### src/rtl/uart_pkg.sv
// Shared UART definitions used by the load/store decode and the transmit path.
package uart_pkg;

    typedef enum logic [1:0] {
        IDLE  = 2'd0,
        START = 2'd1,
        DATA  = 2'd2,
        STOP  = 2'd3
    } uart_tx_state_t;

    // Address bits [31:12] value that selects the UART page
    localparam logic [19:0] UART_PAGE      = 20'd1;
    localparam int          UART_DATA_BITS = 8;

endpackage

### src/rtl/sync_fifo.sv
// Single-clock circular FIFO; a push while full is accepted only when a pop frees a slot in the same cycle.
module sync_fifo #(
    parameter int WIDTH = 8,
    parameter int DEPTH = 4
) (
    input  logic                     clk,
    input  logic                     rst_n,
    input  logic                     i_push,
    input  logic                     i_pop,
    input  logic [WIDTH-1:0]         i_wdata,
    output logic [WIDTH-1:0]         o_rdata,
    output logic                     o_full,
    output logic                     o_empty,
    output logic [$clog2(DEPTH):0]   o_count
);

    localparam int PTR_W = $clog2(DEPTH);
    localparam int CNT_W = PTR_W + 1;

    logic [WIDTH-1:0] r_mem [DEPTH];
    logic [PTR_W-1:0] r_wr_ptr;
    logic [PTR_W-1:0] r_rd_ptr;
    logic [CNT_W-1:0] r_count;
    logic             r_full;
    logic             r_empty;

    logic             w_pop_ok;
    logic             w_push_ok;
    logic [CNT_W-1:0] w_count_next;

    assign w_pop_ok  = i_pop & ~r_empty;
    assign w_push_ok = i_push & (~r_full | w_pop_ok);

    always_comb begin
        w_count_next = r_count;
        case ({w_push_ok, w_pop_ok})
            2'b10:   w_count_next = r_count + CNT_W'(1);
            2'b01:   w_count_next = r_count - CNT_W'(1);
            default: w_count_next = r_count;
        endcase
    end

    // Pointers wrap naturally because DEPTH is a power of two
    always_ff @(posedge clk or negedge rst_n) begin
        if (!rst_n) begin
            r_wr_ptr <= '0;
            r_rd_ptr <= '0;
            r_count  <= '0;
            r_full   <= 1'b0;
            r_empty  <= 1'b1;
        end else begin
            if (w_push_ok) r_wr_ptr <= r_wr_ptr + PTR_W'(1);
            if (w_pop_ok)  r_rd_ptr <= r_rd_ptr + PTR_W'(1);
            r_count <= w_count_next;
            r_full  <= (w_count_next == CNT_W'(DEPTH));
            r_empty <= (w_count_next == '0);
        end
    end

    always_ff @(posedge clk) begin
        if (w_push_ok) r_mem[r_wr_ptr] <= i_wdata;
    end

    assign o_rdata = r_mem[r_rd_ptr];
    assign o_full  = r_full;
    assign o_empty = r_empty;
    assign o_count = r_count;

endmodule

### src/rtl/uart_tx_buffered.sv
// Buffered 8N1 UART transmitter: store strobes are queued in a FIFO and
// serialised LSB first, with back-to-back frames when the queue is not empty.
module uart_tx_buffered
    import uart_pkg::*;
#(
    parameter int CLKS_PER_BIT = 868,
    parameter int FIFO_DEPTH   = 4
) (
    input  logic       clk,
    input  logic       rst_n,
    input  logic       byte_ready_i,
    input  logic [7:0] data_in,
    output logic       tx,
    output logic       tx_busy,
    output logic       tx_done,
    output logic       fifo_full,
    output logic       fifo_empty,
    output logic       overflow
);

    localparam int BAUD_W = $clog2(CLKS_PER_BIT);
    localparam int CNT_W  = $clog2(FIFO_DEPTH) + 1;
    localparam logic [BAUD_W-1:0] BAUD_LAST = BAUD_W'(CLKS_PER_BIT - 1);
    localparam logic [2:0]        BIT_LAST  = 3'(UART_DATA_BITS - 1);

    uart_tx_state_t r_state;
    uart_tx_state_t w_state_next;
    logic [BAUD_W-1:0] r_baud;
    logic [BAUD_W-1:0] w_baud_next;
    logic [2:0]        r_bit_idx;
    logic [2:0]        w_bit_idx_next;
    logic [7:0]        r_shift;
    logic [7:0]        w_shift_next;
    logic              r_tx;
    logic              r_busy;
    logic              r_done;
    logic              r_overflow;
    logic              w_tx_next;
    logic              w_baud_last;
    logic              w_pop;
    logic [7:0]        w_fifo_rdata;
    logic              w_fifo_full;
    logic              w_fifo_empty;
    logic [CNT_W-1:0]  w_fifo_count;
    logic              w_fifo_at_cap;

    sync_fifo #(
        .WIDTH (8),
        .DEPTH (FIFO_DEPTH)
    ) u_fifo (
        .clk     (clk),
        .rst_n   (rst_n),
        .i_push  (byte_ready_i),
        .i_pop   (w_pop),
        .i_wdata (data_in),
        .o_rdata (w_fifo_rdata),
        .o_full  (w_fifo_full),
        .o_empty (w_fifo_empty),
        .o_count (w_fifo_count)
    );

    assign w_baud_last   = (r_baud == BAUD_LAST);
    assign w_fifo_at_cap = (w_fifo_count == CNT_W'(FIFO_DEPTH));
    // A pop on the last STOP cycle chains the next frame with no idle gap
    assign w_pop = ~w_fifo_empty &
                   ((r_state == IDLE) | ((r_state == STOP) & w_baud_last));

    always_comb begin
        w_state_next   = r_state;
        w_shift_next   = r_shift;
        w_bit_idx_next = r_bit_idx;
        case (r_state)
            IDLE: begin
                if (w_pop) begin
                    w_state_next = START;
                    w_shift_next = w_fifo_rdata;
                end
            end
            START: begin
                if (w_baud_last) begin
                    w_state_next   = DATA;
                    w_bit_idx_next = '0;
                end
            end
            DATA: begin
                if (w_baud_last) begin
                    w_shift_next = r_shift >> 1;
                    if (r_bit_idx == BIT_LAST) w_state_next   = STOP;
                    else                       w_bit_idx_next = r_bit_idx + 3'd1;
                end
            end
            STOP: begin
                if (w_baud_last) begin
                    if (w_pop) begin
                        w_state_next = START;
                        w_shift_next = w_fifo_rdata;
                    end else begin
                        w_state_next = IDLE;
                    end
                end
            end
            default: w_state_next = IDLE;
        endcase

        if ((w_state_next != r_state) || (r_state == IDLE) || w_baud_last)
            w_baud_next = '0;
        else
            w_baud_next = r_baud + BAUD_W'(1);

        case (w_state_next)
            START:   w_tx_next = 1'b0;
            DATA:    w_tx_next = w_shift_next[0];
            default: w_tx_next = 1'b1;
        endcase
    end

    // Outputs are registered from next-state values so they align with the state register
    always_ff @(posedge clk or negedge rst_n) begin
        if (!rst_n) begin
            r_state    <= IDLE;
            r_baud     <= '0;
            r_bit_idx  <= '0;
            r_tx       <= 1'b1;
            r_busy     <= 1'b0;
            r_done     <= 1'b0;
            r_overflow <= 1'b0;
        end else begin
            r_state    <= w_state_next;
            r_baud     <= w_baud_next;
            r_bit_idx  <= w_bit_idx_next;
            r_tx       <= w_tx_next;
            r_busy     <= (w_state_next != IDLE);
            r_done     <= (w_state_next == STOP) && (w_baud_next == BAUD_LAST);
            r_overflow <= r_overflow | (byte_ready_i & w_fifo_at_cap & ~w_pop);
        end
    end

    always_ff @(posedge clk) begin
        r_shift <= w_shift_next;
    end

    assign tx         = r_tx;
    assign tx_busy    = r_busy;
    assign tx_done    = r_done;
    assign fifo_full  = w_fifo_full;
    assign fifo_empty = w_fifo_empty;
    assign overflow   = r_overflow;

endmodule

### config.mk
export PLATFORM = sky130hd
export DESIGN_NAME = uart_tx_buffered
export DESIGN_NICKNAME = d
export VERILOG_FILES = /design/src/rtl/uart_pkg.sv /design/src/rtl/sync_fifo.sv /design/src/rtl/uart_tx_buffered.sv
export SDC_FILE = /design/constraint.sdc
export NUM_CORES = 1
export LEC_CHECK = 0
export CAP_MARGIN = 0
export CORE_MARGIN = 2
export CORE_UTILIZATION = 45
export DETAILED_ROUTE_END_ITERATION = 12
export PLACE_DENSITY = 0.6
export SLEW_MARGIN = 20
export SYNTH_ARGS = -nofsm -noshare
export SYNTH_HDL_FRONTEND = slang
export SYNTH_SLANG_ARGS = --single-unit
### constraint.sdc
create_clock -name clk -period 8.26 [get_ports clk]
set_input_delay 1.239 -clock clk [delete_from_list [all_inputs] [get_ports clk]]
set_output_delay 1.239 -clock clk [all_outputs]
set_load 0.1 [all_outputs]
==> results.ini, run 1 <==
[status]
status = complete, no violations

[worst_setup_path]
cp.depth = 1
worstRegToRegCells = 12
endpoint = fifo_empty
crit_path_start = u_fifo.o_empty
crit_fanout = 14
crit_slowest_cell = clkdlybuf4s50_1
r2r_slack_ns = 5.45
crit_required_ns = 7.02
cp.arrival_ns = 2.33
cp-start-kind = flop
worst_r2r_endpoint = u_fifo.o_full
r2r_start = r_baud[0]
cp.buffers_inverters = 1
cpPeakStageDelay_ns = 1.21
end_kind = output pin
crit_chain = clkdlybuf4s50_1
critPathKind = flop to output pin
crit_family = buffers and inverters

[place]
dp_slack_ns = 4.93
placed_cells = 336
place_congestion = 0.727
dp_hpwl_mm = 3.65
portBuffers = 16

[global_routing]
grt_pass1_wl_mm = 8.96
grt_pass1_vias = 1771
globalRouteTotalUtil_pct = 15.5
antenna_found_initial = 0
grt_max_degree = 29
grt_overflow = 0

[floorplanning]
die_h_um = 87.8
fp-row-count = 30
core_um2 = 6790
ios = 17
die-area_um2 = 7710
die_w_um = 87.8
start_util_pct = 46.5

[layout]
finalNonFillerCells = 352
layout-drive-gt1-share_pct = 15.6
area_growth_pct = 15.1
antenna_cells = 0
nets = 271

[logic_synthesis]
synth_fp_nets = 250
synthArstFlopShare_pct = 41.2
synth_ff_type = edfxtp_1
netlist.top_cell.by_area = edfxtp_1
synthCells = 230
synth_edf_count = 39
synth_top_area_share_pct = 37.1
syn_area_per_cell_um2 = 13.7
syn_area_um2 = 3160
ys_ff_latch = 68
synthTopCellsByCount = edfxtp_1 (39), dfrtp_1 (26), nor2_1 (26)
yosysWarnings = 0
post-synth-top-count-cell = edfxtp_1
synth_seq_area_share_pct = 59.9
yosys-top-cells-area = edfxtp_1 (37%), dfrtp_1 (21%), mux4_2 (5.7%)
yosysUniqueCellTypes = 52

[clock_tree]
cts.path.max_buffers = 2
clkLatencyLatePin_ns = 0.34
clk_pin_slew_worst_paths_ns = 0.08
cts_root_buf = clkbuf_8
cts_inserted_buffers = 9
cts_max_level = 3
cts.sinks = 68
cts_setup_buffers = 0
holdBufCountCts = 0
cts-resized-gates = 0
cts_tree = yes

[timing]
finalCritPeriodShare_pct = 43.2
setup_viol = 0
worstMarginPinSlew_ns = 0.986
hold_violations = 0
max_freq_ghz = 0.280
whs_ns = 0.489
tns_ns = 0
relSlewSlack_pct = 34.0
rsz0062_at_grt = false
slew_viol_final = 0
min_period_ns = 3.57
setup_ws_ns = 4.69
fin_worst_skew_ns = 0.00882

[flow_run]
drv_cap = 0

[pwr]
powerDensity_nw_per_um2 = 246
power.total_uw = 896
ir_drop_mv = 0.183
leakagePower_uw = 0.00141

[detailed_routing]
via_count = 1815
wl_per_cell_um = 15.1
drt_first_pass_iters = 4
drc = 0
drt_iter0_markers = 71
routed_wl_mm = 5.32
ant_nets = 0
via_per_inst = 5.16

[worst_hold_path]
hold_class = flop to flop

## stage by stage
step | cell area (um2) | utilization (%)
floorplan | 3160 | -
global placement | 3410 | 50.1
finish | 3640 | 53.6
CTS | 3640 | 53.6
detailed placement | 3410 | 50.1
global route | 3640 | 53.6
## registers in the layout, summed over array words and instances (netlist names)
register         cells
u_fifo.r_mem        32
r_baud              10
r_state              2
r_bit_idx            3
tx_done              1
r_shift              8
u_fifo.r_wr_ptr      2
tx                   1
u_fifo.o_full        1
u_fifo.o_empty       1
overflow             1
u_fifo.o_count       3
u_fifo.r_rd_ptr      2
tx_busy              1
## cell usage in the layout, fill, tap and decap left out, types with 4 or more instances in the layout
cell             netlist  layout
edfxtp_1              39      39
nor2_1                26      26
dfrtp_1               26      26
clkdlybuf4s50_1        0      16
inv_1                 11      11
mux2i_1               11      11
xnor2_1               10      10
a21o_1                 9       9
clkbuf_8               0       9
mux4_2                 8       8
ha_1                   8       8
nand2_1                7       7
xor2_1                 6       6
and3_1                 6       6
o21ai_1                4       4
nand3_1                4       4
## how the worst min path moves through the flow
stage | from | end | slack (ns) | cells after the start
detailed placement | overflow | overflow | 0.47 | 1
CTS | overflow | overflow | 0.49 | 1
global route | overflow | overflow | 0.53 | 1
global placement | overflow | overflow | 0.47 | 1
floorplan | u_fifo.o_count[0] | u_fifo.o_count[0] | 0.46 | 1
finish | overflow | overflow | 0.49 | 1
## cells by family (layout without fill, tap and decap cells)
group / after synthesis / in the layout / synth area share (%)
simple gates: 72 / 72 / 13.1
fa+ha+maj: 9 / 9 / 3.80
xor+xnor: 16 / 16 / 4.43
compound gates: 26 / 26 / 6.22
mux: 21 / 21 / 9.90
flops: 68 / 68 / 59.9
buf+inv: 18 / 44 / 2.61
## where the power goes
part | leakage (uW) | total (uW) | switching [uW] | internal, uW
logic | 0.000588 | 145 | 91.1 | 54.3
clock network | 0.000114 | 316 | 141 | 176
registers | 0.000709 | 434 | 23.4 | 411
total | 0.00141 | 896 | 255 | 641
## final cells by class
cell class,count,area [um2]
repair buffers,17,168
well taps,96,120
fillers,573,3160
inverters,11,41.3
flip-flops and latches,68,1890
clock inverters,7,108
clock buffers,9,124
multi-input cells,144,1180
## metal layers
layer,GRT usage [%],routed length [um],vias to the layer above
met3,4.05,157,2
met5,0,0,-
met1,21.9,2610,904
met4,6.29,29,0
li1,-,-,882
met2,23.0,2520,27
No activity file was read; power rests on OpenSTA's default activity.
==> run 2, diff against run 1 <==
Settings changed: PLACE_DENSITY 0.6 to 0.62.
Clock period 8.26 ns to 2.95 ns, I/O delays scaled along.
==> run 2 against run 1 <==
- worst setup slack got worse by 4.5 ns
- sequential share of layout area increased by 0.072 points
- clock skew decreased by 0.0014 ns
- via count increased by 0.22%
- non-clock buffer count increased by 4
- die area unchanged
- clock-buffer cell count unchanged
- register-to-register slack got worse by 5.3 ns
- critical path depth increased by 11
- cell count increased by 1.1%
- largest power group unchanged
==> results.ini, run 2 (same netlist as run 1, synthesis figures left out) <==
[pwr]
swShare_pct = 29.3
combPwrFrac_pct = 17.8
internal_power_uw = 1710
power.total_uw = 2410
ir_drop_mv = 0.494
powerDensity_nw_per_um2 = 665
pwr-share-clk_pct = 32.7
p_switching_uw = 707
pwr-share-seq_pct = 49.5
leakagePower_uw = 0.00143

[floorplanning]
core_um2 = 6790
start_util_pct = 46.5
die-area_um2 = 7710
die_w_um = 87.8
die_h_um = 87.8
ios = 17
fp-row-count = 30

[layout]
nets = 275
n_fill_cell = 581
final_common_cell = edfxtp_1
top_regs = u_fifo.r_mem: 32 flops, r_baud: 10 flops, r_shift: 8 flops
layout-drive-gt1-share_pct = 19.6
finalNonFillerCells = 356
largest_reg_flops = 32
antenna_cells = 0
final_cell_mix = edfxtp_1 (39), nor2_1 (26), dfrtp_1 (26)
largest_register = u_fifo.r_mem
area_growth_pct = 15.0

[global_routing]
grt_pass1_wl_mm = 8.98
grt_pass1_vias = 1790
grt_max_degree = 19
globalRouteTotalUtil_pct = 15.9
grt_overflow = 0
antenna_found_initial = 0

[detailed_routing]
drt_iter0_markers = 75
via_count = 1819
wl_per_cell_um = 14.6
drc = 0
drt_first_pass_iters = 5
via_per_inst = 5.11
ant_nets = 0
routed_wl_mm = 5.21

[status]
status = complete, no violations

[worst_setup_path]
cpPeakStageDelay_ns = 0.41
crit_path_start = r_baud[0]
endpoint = u_fifo.o_full
cp-start-kind = flop
worst_r2r_endpoint = u_fifo.o_full
crit_required_ns = 3.23
crit_fanout = 10
cp.depth = 12
end_kind = flop
cp_common_cell = xor2_1
worstRegToRegCells = 12
r2r_start = r_baud[0]
critPathKind = flop to flop
cp.arrival_ns = 3.03
cp.buffers_inverters = 1
crit_chain = ha_2, and4b_4, and3_4, a21oi_4, nor2_4, ha_1, inv_1, fa_1, xor2_1, nor2_1, xor2_1, nor2b_1
crit_slowest_cell = dfrtp_1
crit_family = simple AND/OR/NAND/NOR gates
r2r_slack_ns = 0.20

[place]
dp_hpwl_mm = 3.71
portBuffers = 16
placed_cells = 340
place_congestion = 0.794

[flow_run]
drv_cap = 0

[timing]
tns_ns = 0
hold_violations = 0
fin_worst_skew_ns = 0.00743
worstMarginPinSlew_ns = 0.819
finalCritPeriodShare_pct = 93.3
max_freq_ghz = 0.363
whs_ns = 0.494
relSlewSlack_pct = 45.1
slew_viol_final = 0
rsz0062_at_grt = false
setup_viol = 0
min_period_ns = 2.75

[clock_tree]
cts_max_level = 3
cts.path.max_buffers = 2
clk_pin_slew_worst_paths_ns = 0.08
cts_inserted_buffers = 9
holdBufCountCts = 0
cts.sinks = 68
clkLatencyLatePin_ns = 0.35
cts_root_buf = clkbuf_8
cts_tree = yes
cts_setup_buffers = 0

[worst_hold_path]
hold_class = flop to flop

[run 2: changes by cell type in the layout (fill, tap and decap cells not counted), sizes merged]
cell | before | now
clkinvlp | 1 | 0
bufinv | 2 | 1
clkdlybuf4s50 | 16 | 10
buf | 1 | 11
clkinv | 1 | 4
inv | 14 | 13
[run 2: worst min-delay path by stage]
stage                                 start  cells past startpoint           endpoint
after floorplan                       rst_n                      0           overflow
after global placement    u_fifo.o_count[0]                      1  u_fifo.o_count[0]
after detailed placement           overflow                      1           overflow
after CTS                 u_fifo.o_count[0]                      1  u_fifo.o_count[0]
after global routing      u_fifo.o_count[2]                      1  u_fifo.o_count[2]
final                     u_fifo.o_count[0]                      1  u_fifo.o_count[0]
[run 2: stage by stage]
stage | setup WS [ns] | util (%) | instance area (um2)
floorplan | 0.176 | - | 3160
global placement | 0.258 | 50.4 | 3420
detailed placement | 0.192 | 50.4 | 3420
CTS | 0.167 | 53.4 | 3630
global route | 0.0154 | 53.5 | 3630
finish | 0.198 | 53.5 | 3630
[run 2: what timing repair did]
action                                  in CTS  in global routing
resized for setup                            0                  1
endpoints found under the setup margin       0                  1
hold endpoints to repair                     0                  0
[run 2: power by group through the flow]
stage / Clock, uW / Sequential (uW) / Combinational [uW]
floorplan: 0 / 1300 / 231
finish: 790 / 1190 / 431
global route: 862 / 1210 / 476
global placement: 0 / 1210 / 436
detailed placement: 0 / 1210 / 439
CTS: 819 / 1200 / 441
[run 2: final cells by class]
class | instances | area (um2) | share of cell area, %
repair buffers | 21 | 183 | 5.03
multi-input cells | 144 | 1190 | 32.6
clock buffers | 9 | 124 | 3.41
inverters | 11 | 41.3 | 1.14
flip-flops and latches | 68 | 1890 | 52.1
well taps | 96 | 120 | 3.31
clock inverters | 7 | 85.1 | 2.34
[run 2: metal layers]
layer / part of all wire (%) / GRT usage (%) / routed length (um) / up-vias
met2: 47 / 23.9 / 2440 / 36
met1: 47 / 21.1 / 2460 / 883
met5: 0 / 0 / 0 / -
met4: 1.7 / 6.71 / 90 / 0
met3: 4.1 / 5.56 / 216 / 10
li1: - / - / - / 890
==> run 3, diff against run 2 <==
Settings changed: ABC_CLOCK_PERIOD_IN_PS set to 2950.
==> results of run 3 <==
No change in the layout: final DEF, timing and power equal those of run 2.
